**config.mk**
```make
export PLATFORM = sky130hd
export DESIGN_NAME = slow_timer
export DESIGN_NICKNAME = d
export VERILOG_FILES = /design/src/rtl/slow_timer.sv
export SDC_FILE = /design/constraint.sdc
export NUM_CORES = 1
export LEC_CHECK = 0
export ABC_AREA = 1
export ABC_CLOCK_PERIOD_IN_PS = 1800
export CORE_MARGIN = 2
export CORE_UTILIZATION = 47
export DETAILED_ROUTE_END_ITERATION = 8
export DONT_BUFFER_PORTS = 1
export SYNTH_ARGS = -nofsm -noshare
export SYNTH_HDL_FRONTEND = slang
export SYNTH_SLANG_ARGS = --single-unit
```
**constraint.sdc**
```tcl
create_clock -name CLK -period 1.8 [get_ports CLK]
set_input_delay 0.45 -clock CLK [delete_from_list [all_inputs] [get_ports CLK]]
set_output_delay 0.45 -clock CLK [all_outputs]
set_load 0.03 [all_outputs]
```
**src/rtl/slow_timer.sv**
```systemverilog
`default_nettype none
// ============================================================================
// Module      : slow_timer
// Description : Decides when the CPU must drop to stock speed.
//               A bus cycle to any device whose slow enable is set puts
//               the block in ACTIVE. When the cycle ends, the block moves
//               to HOLD and stays slow for a programmable number of
//               64-cycle prescaler ticks. A new qualifying access during
//               HOLD retriggers the block back to ACTIVE.
//
//               Optional feature macro: SLOW_CLOCKGATE_EN
//                 defined   -> ClockGate is a registered copy of
//                              Slow && SlowClockGate
//                 undefined -> ClockGate is tied to 0
//
// Ports       : CLK            sole clock, rising edge
//               nPOR           asynchronous active-low reset
//               BACT           bus cycle active
//               IACKCS..SndCS  device selects for the current bus cycle
//               SlowIACK..SlowSnd  per-device slow enables
//               SlowClockGate  request to gate the fast clock while slow
//               SlowTimeout    hold time after the cycle, in 64-cycle ticks
//               Slow           CPU must run at stock speed (registered)
//               ClockGate      gate the accelerated clock (registered)
//               SlowState      registered state, for debug
// Revision    : 1.0 - initial release
// ============================================================================
module slow_timer (
  input  logic       CLK,
  input  logic       nPOR,
  input  logic       BACT,
  input  logic       IACKCS,
  input  logic       VIACS,
  input  logic       IWMCS,
  input  logic       SCCCS,
  input  logic       SCSICS,
  input  logic       SndCS,
  input  logic       SlowIACK,
  input  logic       SlowVIA,
  input  logic       SlowIWM,
  input  logic       SlowSCC,
  input  logic       SlowSCSI,
  input  logic       SlowSnd,
  input  logic       SlowClockGate,
  input  logic [3:0] SlowTimeout,
  output logic       Slow,
  output logic       ClockGate,
  output logic [1:0] SlowState
);

  typedef enum logic [1:0] {
    ST_IDLE   = 2'd0,
    ST_ACTIVE = 2'd1,
    ST_HOLD   = 2'd2
  } state_t;

  state_t     r_state;
  state_t     w_nextState;
  logic [3:0] r_count;
  logic [3:0] w_nextCount;
  logic [5:0] r_presc;
  logic [5:0] w_nextPresc;
  logic       r_slow;
  logic       w_qa;
  logic       w_tick;

  assign w_qa = BACT & ((IACKCS & SlowIACK) | (VIACS  & SlowVIA)  |
                        (IWMCS  & SlowIWM)  | (SCCCS  & SlowSCC)  |
                        (SCSICS & SlowSCSI) | (SndCS  & SlowSnd));

  assign w_tick = (r_presc == 6'd63);

  always_comb begin
    w_nextState = ST_IDLE;
    w_nextCount = r_count;
    w_nextPresc = r_presc;
    case (r_state)
      ST_IDLE: begin
        w_nextState = w_qa ? ST_ACTIVE : ST_IDLE;
      end
      ST_ACTIVE: begin
        if (BACT) begin
          w_nextState = ST_ACTIVE;
        end else begin
          w_nextState = ST_HOLD;
          w_nextCount = SlowTimeout;
          // A zero timeout must leave HOLD after a single cycle, so the
          // prescaler is preset to its terminal value to make the very
          // first HOLD cycle a tick with the counter already at 0.
          w_nextPresc = (SlowTimeout == 4'd0) ? 6'd63 : 6'd0;
        end
      end
      ST_HOLD: begin
        if (w_qa) begin
          // Retrigger: counter and prescaler stay frozen and are
          // reloaded when the new cycle ends.
          w_nextState = ST_ACTIVE;
        end else begin
          w_nextState = ST_HOLD;
          w_nextPresc = r_presc + 6'd1;
          if (w_tick) begin
            if (r_count == 4'd0) begin
              w_nextState = ST_IDLE;
            end else begin
              w_nextCount = r_count - 4'd1;
            end
          end
        end
      end
      default: begin
        w_nextState = ST_IDLE;
      end
    endcase
  end

  always_ff @(posedge CLK or negedge nPOR) begin
    if (!nPOR) begin
      r_state <= ST_IDLE;
      r_count <= 4'd0;
      r_presc <= 6'd0;
      r_slow  <= 1'b0;
    end else begin
      r_state <= w_nextState;
      r_count <= w_nextCount;
      r_presc <= w_nextPresc;
      // Decoded from the next state so Slow is a clean flop output that
      // changes on the same edge as the state register.
      r_slow  <= (w_nextState != ST_IDLE);
    end
  end

`ifdef SLOW_CLOCKGATE_EN
  logic r_clockGate;

  always_ff @(posedge CLK or negedge nPOR) begin
    if (!nPOR) begin
      r_clockGate <= 1'b0;
    end else begin
      r_clockGate <= (w_nextState != ST_IDLE) & SlowClockGate;
    end
  end

  assign ClockGate = r_clockGate;
`else
  assign ClockGate = 1'b0;
`endif

  assign Slow      = r_slow;
  assign SlowState = r_state;

endmodule
`default_nettype wire

```
==> Word-level counts from Yosys, hierarchy flattened <==
Cells that the tools add are included.
{ "word_totals": {"regBits": 13, "input_bits": 20, "output_inout_bits": 4, "word_cells": 47} }
{ "op_classes": {"add_sub_neg": 2, "eq_ne": 7, "muxes": 15, "n_bitwise": 12, "reduce_logical": 7} }
{ "ops": {"columns": ["op", "n"], "rows": [
  ["2-to-1 mux 6 bit", 3],
  ["2-to-1 mux 4 bit", 4],
  ["one-hot mux 6 bit (2 select lines)", 1],
  ["logical NOT 4 bit", 2],
  ["2-to-1 mux 2 bit", 4],
  ["!= test 2 bit (second input constant)", 4],
  ["one-hot mux 4 bit (2 select lines)", 1],
  ["AND 1 bit", 7],
  ["adder 6 x 1 -> 6 bit (second input constant)", 1],
  ["== test 6 bit (second input constant)", 1],
  ["one-hot mux 2 bit (3 select lines)", 1],
  ["OR 1 bit", 5],
  ["AND reduction 5 bit", 1],
  ["nonzero test 2 bit", 2],
  ["subtractor 4 x 1 -> 4 bit (second input constant)", 1],
  ["AND reduction 3 bit", 1],
  ["== test 2 x 1 -> 1 bit (second input constant)", 1],
  ["== test 2 bit (second input constant)", 1],
  ["logical NOT 2 bit", 1],
  ["2-to-1 mux 1 bit", 1]
]} }

==> Logic depth before layout (Yosys ltp) <==
Gate-level depths: netlist of run 1.
{ "logic_depth": {"depth_word": 10, "depth_mapped": 9, "mapped_depth_nobuf": 9} }

==> Least setup slack after synthesis of run 1 <==
Ideal clock, no wire load.
{ "synth_path": {"path_kind": "flip-flop to flip-flop", "startpoint": "register r_state[1] (netlist: SlowState[1])", "endpoint": "register r_count[3]", "setup_ns": 0.118, "arrival_time_ns": 1.220, "required_ns": 1.682, "path_slack_ns": 0.462, "path_stages_with_launch": 8, "path_buffers": 0, "synth_period_minus_slack_ns": 1.338, "path_cell_list": "dfrtp_1 inv_1 nor2_4 inv_4 nand2_4 nand3_2 nand2_1 nand2_1"} }
{ "synth_between": {"elab_chain_len": 3, "elab_cells_between_ends": 9, "classes_between": "6 x eq/ne; 1 x mux; 2 x reduce/logical"} }
{ "synth_lines": {"columns": ["item", "line", "text"], "rows": [
  ["start, declared", "57", "state_t r_state;"],
  ["start signal, assigned", "123", "r_state <= w_nextState;"],
  ["== test 2 bit / == test 2 x 1 -> 1 bit (equally long branches)", "77", "case (r_state)"],
  ["!= test 2 bit (no line) / nonzero test 2 bit (equally long branches)", null, null],
  ["AND reduction 5 bit (no line)", null, null],
  ["end signal, assigned", "124", "r_count <= w_nextCount;"],
  ["end, declared", "59", "logic [3:0] r_count;"]
]} }
Parallel ways exist; a longest one is shown, timed or not.
A chain may end at the register's enable or synchronous reset.

==> Final worst setup path of run 1 <==
{ "layout_path": {"startpoint": "register r_state[0] (netlist: SlowState[0])", "endpoint": "register r_presc[0]"} }
{ "layout_between": {"elab_chain_len": 3, "elab_cells_between_ends": 7, "classes_between": "4 x eq/ne; 1 x mux; 2 x reduce/logical"} }
{ "layout_lines": {"columns": ["item", "line", "text"], "rows": [
  ["== test 2 bit / == test 2 x 1 -> 1 bit (equally long branches)", "77", null],
  ["!= test 2 bit (no line) / nonzero test 2 bit (equally long branches)", null, null],
  ["AND reduction 3 bit (no line)", null, null],
  ["end signal, assigned", "125", "r_presc <= w_nextPresc;"],
  ["end, declared", "61", "logic [5:0] r_presc;"]
]} }
Parallel ways exist; a longest one is shown, timed or not.

==> results of run 1 <==
==> worst max-delay path, stage by stage, from the launching register on <==
cell     delay (ps)
dfrtp_1         550
nor2_4          310
nor2_1           90
nand2_1         170
o21ai_0         120
nand2_1          70
nand2_1          50
==> cell families (layout without fill, tap and decap cells) <==
| logic type | after synthesis | count (layout) | share of synthesized area |
|---|---|---|---|
| and+or+nand+nor | 84 | 84 | 0.4433 |
| DFF | 13 | 13 | 0.3730 |
| buffers and inverters | 12 | 17 | 0.06026 |
| AOI/OAI and AO/OA | 11 | 11 | 0.06599 |
| adders and majority gates | 3 | 3 | 0.04305 |
| other | 1 | 1 | 0.004300 |
| xor gates and xnor gates | 1 | 1 | 0.01004 |
==> cell usage after synthesis <==
master and instances:
a21oi_1 4, buf_4 1, clkinv_2 1, conb_1 1, dfrtp_1 13, ha_1 3, inv_1 9, inv_4 1
nand2_1 57, nand2_2 2, nand2_4 2, nand3_1 6, nand3_2 2, nand3b_1 2, nand4_1 5, nor2_1 5
nor2_2 1, nor2_4 1, nor3_1 1, o21ai_0 1, o21ai_1 5, o21bai_1 1, xnor2_1 1
==> flip-flops by register name (all words and copies together) (netlist names) <==
register,count
r_count,4
SlowState,2
r_presc,6
Slow,1
==> worst paths after layout <==
kind / from / end / slack [ps]
hold reg to reg: r_count[0] / r_count[0] / 510
setup reg to reg: SlowState[0] / r_presc[0] / 330
setup / recovery: SlowState[0] / r_presc[0] / 330
hold / removal: BACT / SlowState[0] / 330
min in group asynchronous: nPOR / r_count[3] / 610
max in group asynchronous: nPOR / r_presc[0] / 790
==> final cells by class <==
class / instances / area (um^2) / area share
Sequential cell: 13 / 325.3 / 0.3462
Timing Repair Buffer: 2 / 17.52 / 0.01864
Multi-Input combinational cell: 100 / 494.2 / 0.5260
Tap cell: 25 / 31.28 / 0.03329
Clock buffer: 4 / 26.28 / 0.02796
Inverter: 11 / 45.04 / 0.04794
==> power groups by stage <==
| stage | Combinational, mW | Clock (mW) | Sequential (mW) |
|---|---|---|---|
| after global placement | 0.433 | 0 | 0.529 |
| final | 0.455 | 0.190 | 0.527 |
| after floorplan | 0.356 | 0 | 0.517 |
| after detailed placement | 0.446 | 0 | 0.534 |
| after global routing | 0.538 | 0.207 | 0.542 |
| after CTS | 0.461 | 0.191 | 0.528 |
==> metal layers <==
| layer | vias up | GRT usage | routed length [um] |
|---|---|---|---|
| li1 | 412 | - | - |
| met1 | 358 | 0.2506 | 870 |
| met2 | 16 | 0.3233 | 822 |
| met3 | 2 | 0.05000 | 88 |
| met4 | 0 | 0.06667 | 12 |
| met5 | - | 0 | 0 |
==> stage by stage <==
stage,hold WS [ps],power [mW],instance area [um^2],setup WS [ps],instances
after floorplan,154.4,0.8735,872.1,461.5,125
after global placement,154.7,0.9624,903.4,350.7,150
after detailed placement,154.7,0.9806,903.4,334.6,150
after CTS,335.1,1.180,939.7,334.0,155
after global routing,346.6,1.287,939.7,159.1,155
final,331.7,1.173,939.7,327.6,155
==> impl_metrics.env, run 1 <==
export IMPL_drv_slew=0
export IMPL_initial_core_util=0.5051
export IMPL_slew_headroom=0.5887
export IMPL_status="completed"
export IMPL_routed_wl_um=1794
export IMPL_drive_gt1_frac=0.1077
export IMPL_clock_sinks=13
export IMPL_p_sw_frac=0.4476
export IMPL_final_common_cell="nand2_1"
export IMPL_grt_pass1_wl_um=3063
export IMPL_fp_dieW_um=47.08
export IMPL_overflow=0
export IMPL_reg2reg_depth=6
export IMPL_clk_pin_slew_ps=90
export IMPL_syn_num_nets=148
export IMPL_fin_crit_ps=1472
export IMPL_post_cts_resized=0
export IMPL_worstSetupEndpointType="flip-flop"
export IMPL_finalSetupViolCount=0
export IMPL_io_buffers=0
export IMPL_root_buffer="clkbuf_4"
export IMPL_min_delay_path_depth=2
export IMPL_ys_warn_count=0
export IMPL_dp_hpwl_um=1358
export IMPL_cp_required_ps=1970
export IMPL_ctsHoldBuffers=1
export IMPL_cp_arrival_ps=1640
export IMPL_cellPowerDensity_nw_per_um2=1248
export IMPL_startpoint_type="flip-flop"
export IMPL_io_pins=24
export IMPL_numCtsBuffers=3
export IMPL_post_cts_buffers=0
export IMPL_fin_worst_skew_ps=5.062
export IMPL_area_delta_synth_final_pct=7.748
export IMPL_power_leakage_nw=0.4979
export IMPL_crit_type="reg2reg"
export IMPL_p_seq_frac=0.450
export IMPL_ant_nets=0
export IMPL_via_count=788
export IMPL_maxCapViolCount=0
export IMPL_ys_seq_area_frac=0.3730
export IMPL_syn_area_per_cell_um2=6.977
export IMPL_num_rows=15
export IMPL_max_freq_ghz=0.6792
export IMPL_wl_per_cell_um=11.57
export IMPL_grt_pass1_vias=723
export IMPL_die_area_um2=2216
export IMPL_drtIter0Drc=16
export IMPL_irDropWorstVdd_v=0.0005783
export IMPL_yosysTopAreaCell="dfrtp_1"
export IMPL_cts_max_path_buffers=2
export IMPL_synth_top_cell_area_share=0.3730
export IMPL_num_antenna_cells=0
export IMPL_power_frac_comb=0.388
export IMPL_synth_area_um2=872.1
export IMPL_switching_power_mw=0.5250
export IMPL_finalHoldViolCount=0
export IMPL_routabilityCongestion=0.8099
export IMPL_p_int_mw=0.6478
export IMPL_rsz0062_at_grt="no"
export IMPL_antenna_found_initial=0
export IMPL_htreeDepth=1
export IMPL_clk_latency_ps=280
export IMPL_first_pass_iters=4
export IMPL_drc_errors=0
export IMPL_core_area_um2=1727
export IMPL_die_h_um=47.08
export IMPL_hp_class="in2reg"
export IMPL_fin_crit_sh=0.8180
export IMPL_synthCells=125
export IMPL_final_cell_mix="57 x nand2_1, 13 x dfrtp_1, 9 x inv_1, 6 x nand3_1"
export IMPL_track_usage=0.1964
export IMPL_synthTopCellsByArea="dfrtp_1 37%, nand2_1 25%, ha_1 4.3%"
export IMPL_crit_fanout=8
export IMPL_tritoncts="built"
export IMPL_grt_max_degree=14
export IMPL_ys_types=23
export IMPL_final_setup_tns_ps=0
export IMPL_avgViaCountPerCell=5.084
export IMPL_final_core_util=0.5442
export IMPL_fillers=192
export IMPL_nets=154
export IMPL_ys_seq_elements=13
export IMPL_max_slew_worst_pin_slew_ps=614.9
export IMPL_p_clk_frac=0.162
Note: power is estimated with default switching activity, not from simulation.
==> run 2: changes to the inputs <==
--- a/config.mk
+++ b/config.mk
@@ -6,7 +6,7 @@
 export NUM_CORES = 1
 export LEC_CHECK = 0
 export ABC_AREA = 1
-export ABC_CLOCK_PERIOD_IN_PS = 1800
+export ABC_CLOCK_PERIOD_IN_PS = 1300
 export CORE_MARGIN = 2
 export CORE_UTILIZATION = 47
 export DETAILED_ROUTE_END_ITERATION = 8
==> constraint.sdc (replaced) <==
create_clock -name CLK -period 1.3 [get_ports CLK]
set_input_delay 0.325 -clock CLK [delete_from_list [all_inputs] [get_ports CLK]]
set_output_delay 0.325 -clock CLK [all_outputs]
set_load 0.03 [all_outputs]
==> impl_metrics.env, run 2 (synthesized netlist as in run 1, its figures left out) <==
export IMPL_total_power_mw=1.905
export IMPL_p_seq_frac=0.387
export IMPL_numCtsBuffers=3
export IMPL_tritoncts="built"
export IMPL_ant_nets=0
export IMPL_io_pins=24
export IMPL_nets=166
export IMPL_max_slew_worst_pin_slew_ps=623.2
export IMPL_largest_reg_flops=6
export IMPL_irDropWorstVdd_v=0.001047
export IMPL_antenna_found_initial=0
export IMPL_cp_required_ps=1470
export IMPL_cellPowerDensity_nw_per_um2=1742
export IMPL_grt_pass1_vias=745
export IMPL_die_h_um=47.08
export IMPL_final_core_util=0.6333
export IMPL_die_area_um2=2216
export IMPL_status="completed"
export IMPL_first_pass_iters=4
export IMPL_root_buffer="clkbuf_4"
export IMPL_dpl_instance_area_um2=964.7
export IMPL_initial_core_util=0.5051
export IMPL_startpoint_type="flip-flop"
export IMPL_wl_per_cell_um=12.08
export IMPL_grt_pass1_wl_um=3201
export IMPL_track_usage=0.2052
export IMPL_dpl_worst_slack_ps=27.80
export IMPL_drtIter0Drc=7
export IMPL_fillers=159
export IMPL_drc_errors=0
export IMPL_grt_max_degree=14
export IMPL_routabilityCongestion=0.7955
export IMPL_rsz0062_at_grt="yes"
export IMPL_max_freq_ghz=0.7706
export IMPL_p_int_mw=1.070
export IMPL_final_cell_mix="53 x nand2_1, 13 x buf_4, 12 x dfrtp_1, 6 x inv_1"
export IMPL_dr_wl_met3_um=79
export IMPL_area_delta_synth_final_pct=25.39
export IMPL_htreeDepth=1
export IMPL_fin_crit_ps=1298
export IMPL_routed_wl_um=2018
export IMPL_fin_area_um2=1094
export IMPL_worstSetupEndpointType="flip-flop"
export IMPL_hp_class="in2reg"
export IMPL_io_buffers=0
export IMPL_largest_register="r_presc"
export IMPL_core_area_um2=1727
export IMPL_crit_type="reg2reg"
export IMPL_p_clk_frac=0.135
export IMPL_switching_power_mw=0.8352
export IMPL_overflow=0
export IMPL_p_sw_frac=0.4385
export IMPL_power_leakage_nw=0.5543
export IMPL_cp_arrival_ps=1470
export IMPL_num_antenna_cells=0
export IMPL_finalSetupViolCount=0
export IMPL_fin_crit_sh=0.9982
export IMPL_met2_length_um=951
export IMPL_cts_max_path_buffers=2
export IMPL_final_common_cell="nand2_1"
export IMPL_via_count=832
export IMPL_clock_sinks=13
export IMPL_drv_slew=0
export IMPL_hold_ws_ps=213.4
export IMPL_avgViaCountPerCell=4.982
export IMPL_finalWorstSetupSlack_ps=2.385
export IMPL_fp_dieW_um=47.08
export IMPL_met1_length_um=975
export IMPL_power_frac_comb=0.478
export IMPL_drive_gt1_frac=0.2746
export IMPL_slew_headroom=0.5832
export IMPL_clk_latency_ps=270
export IMPL_finalHoldViolCount=0
export IMPL_routed_top_layer="met4"
export IMPL_dp_hpwl_um=1363
export IMPL_clk_pin_slew_ps=80
export IMPL_maxCapViolCount=0
export IMPL_num_rows=15
export IMPL_crit_fanout=5
export IMPL_fin_worst_skew_ps=0.8124
-- run 2: power by group through the flow --
stage	clock (mW)	sequential (mW)	combinational, mW
floorplan	0	0.718	0.493
global placement	0	0.703	0.726
detailed placement	0	0.707	0.743
CTS	0.264	0.700	0.760
global route	0.275	0.750	1.03
finish	0.258	0.736	0.910
-- run 2: what timing repair did --
item | CTS | global route
endpoints found under the hold margin | 13 | 0
resized for setup | 0 | 18
hold buffers | 1 | 0
setup buffers | 0 | 4
endpoints found under the setup margin | 0 | 12
-- run 2: final cells by class --
class                           count  area [um^2]  area share
Multi-Input combinational cell    100        555.5      0.5080
Sequential cell                    13        326.6      0.2986
Timing Repair Buffer               14        107.6     0.09840
Inverter                           11        46.29     0.04233
Tap cell                           25        31.28     0.02860
Clock buffer                        4        26.28     0.02403
-- run 2: path summary, 6_finish.rpt --
path                             from            to  slack (ps)  cells after the start
setup / recovery           r_count[0]    r_count[0]           2                      8
hold / removal                   BACT  SlowState[0]         210                      2
setup reg to reg           r_count[0]    r_count[0]           2                      8
hold reg to reg            r_count[3]    r_count[3]         520                      2
max in group asynchronous        nPOR  SlowState[1]         360                      1
min in group asynchronous        nPOR          Slow         500                      1
-- run 2: worst max-delay path, stage by stage (launching register included) --
cell and delay [ps]:
dfrtp_1 420, inv_2 80, ha_2 170, nand3_2 80
nand2_2 90, nand2_4 80, buf_4 140, nand4_1 70
nand2_1 50
-- run 2: per-layer routing --
metal	vias to the layer above	track usage
met5	-	0
met4	0	0.05000
met3	2	0.04231
met2	15	0.3397
met1	383	0.2749
li1	432	-
-- run 2: per-stage QoR --
step           setup TNS [ps]  cells
3_5_place_dp                0    158
6_report                    0    167
4_1_cts                     0    163
3_3_place_gp                0    158
5_1_grt                -212.5    167
2_1_floorplan               0    125
==> run 3: changes to the inputs <==
--- a/config.mk
+++ b/config.mk
@@ -9,6 +9,7 @@
 export ABC_CLOCK_PERIOD_IN_PS = 1300
 export CORE_MARGIN = 2
 export CORE_UTILIZATION = 47
+export CTS_CLUSTER_DIAMETER = 80
 export DETAILED_ROUTE_END_ITERATION = 8
 export DONT_BUFFER_PORTS = 1
 export SYNTH_ARGS = -nofsm -noshare
==> results of run 3 <==
The final DEF is identical to that of run 2; final timing and power are the same.
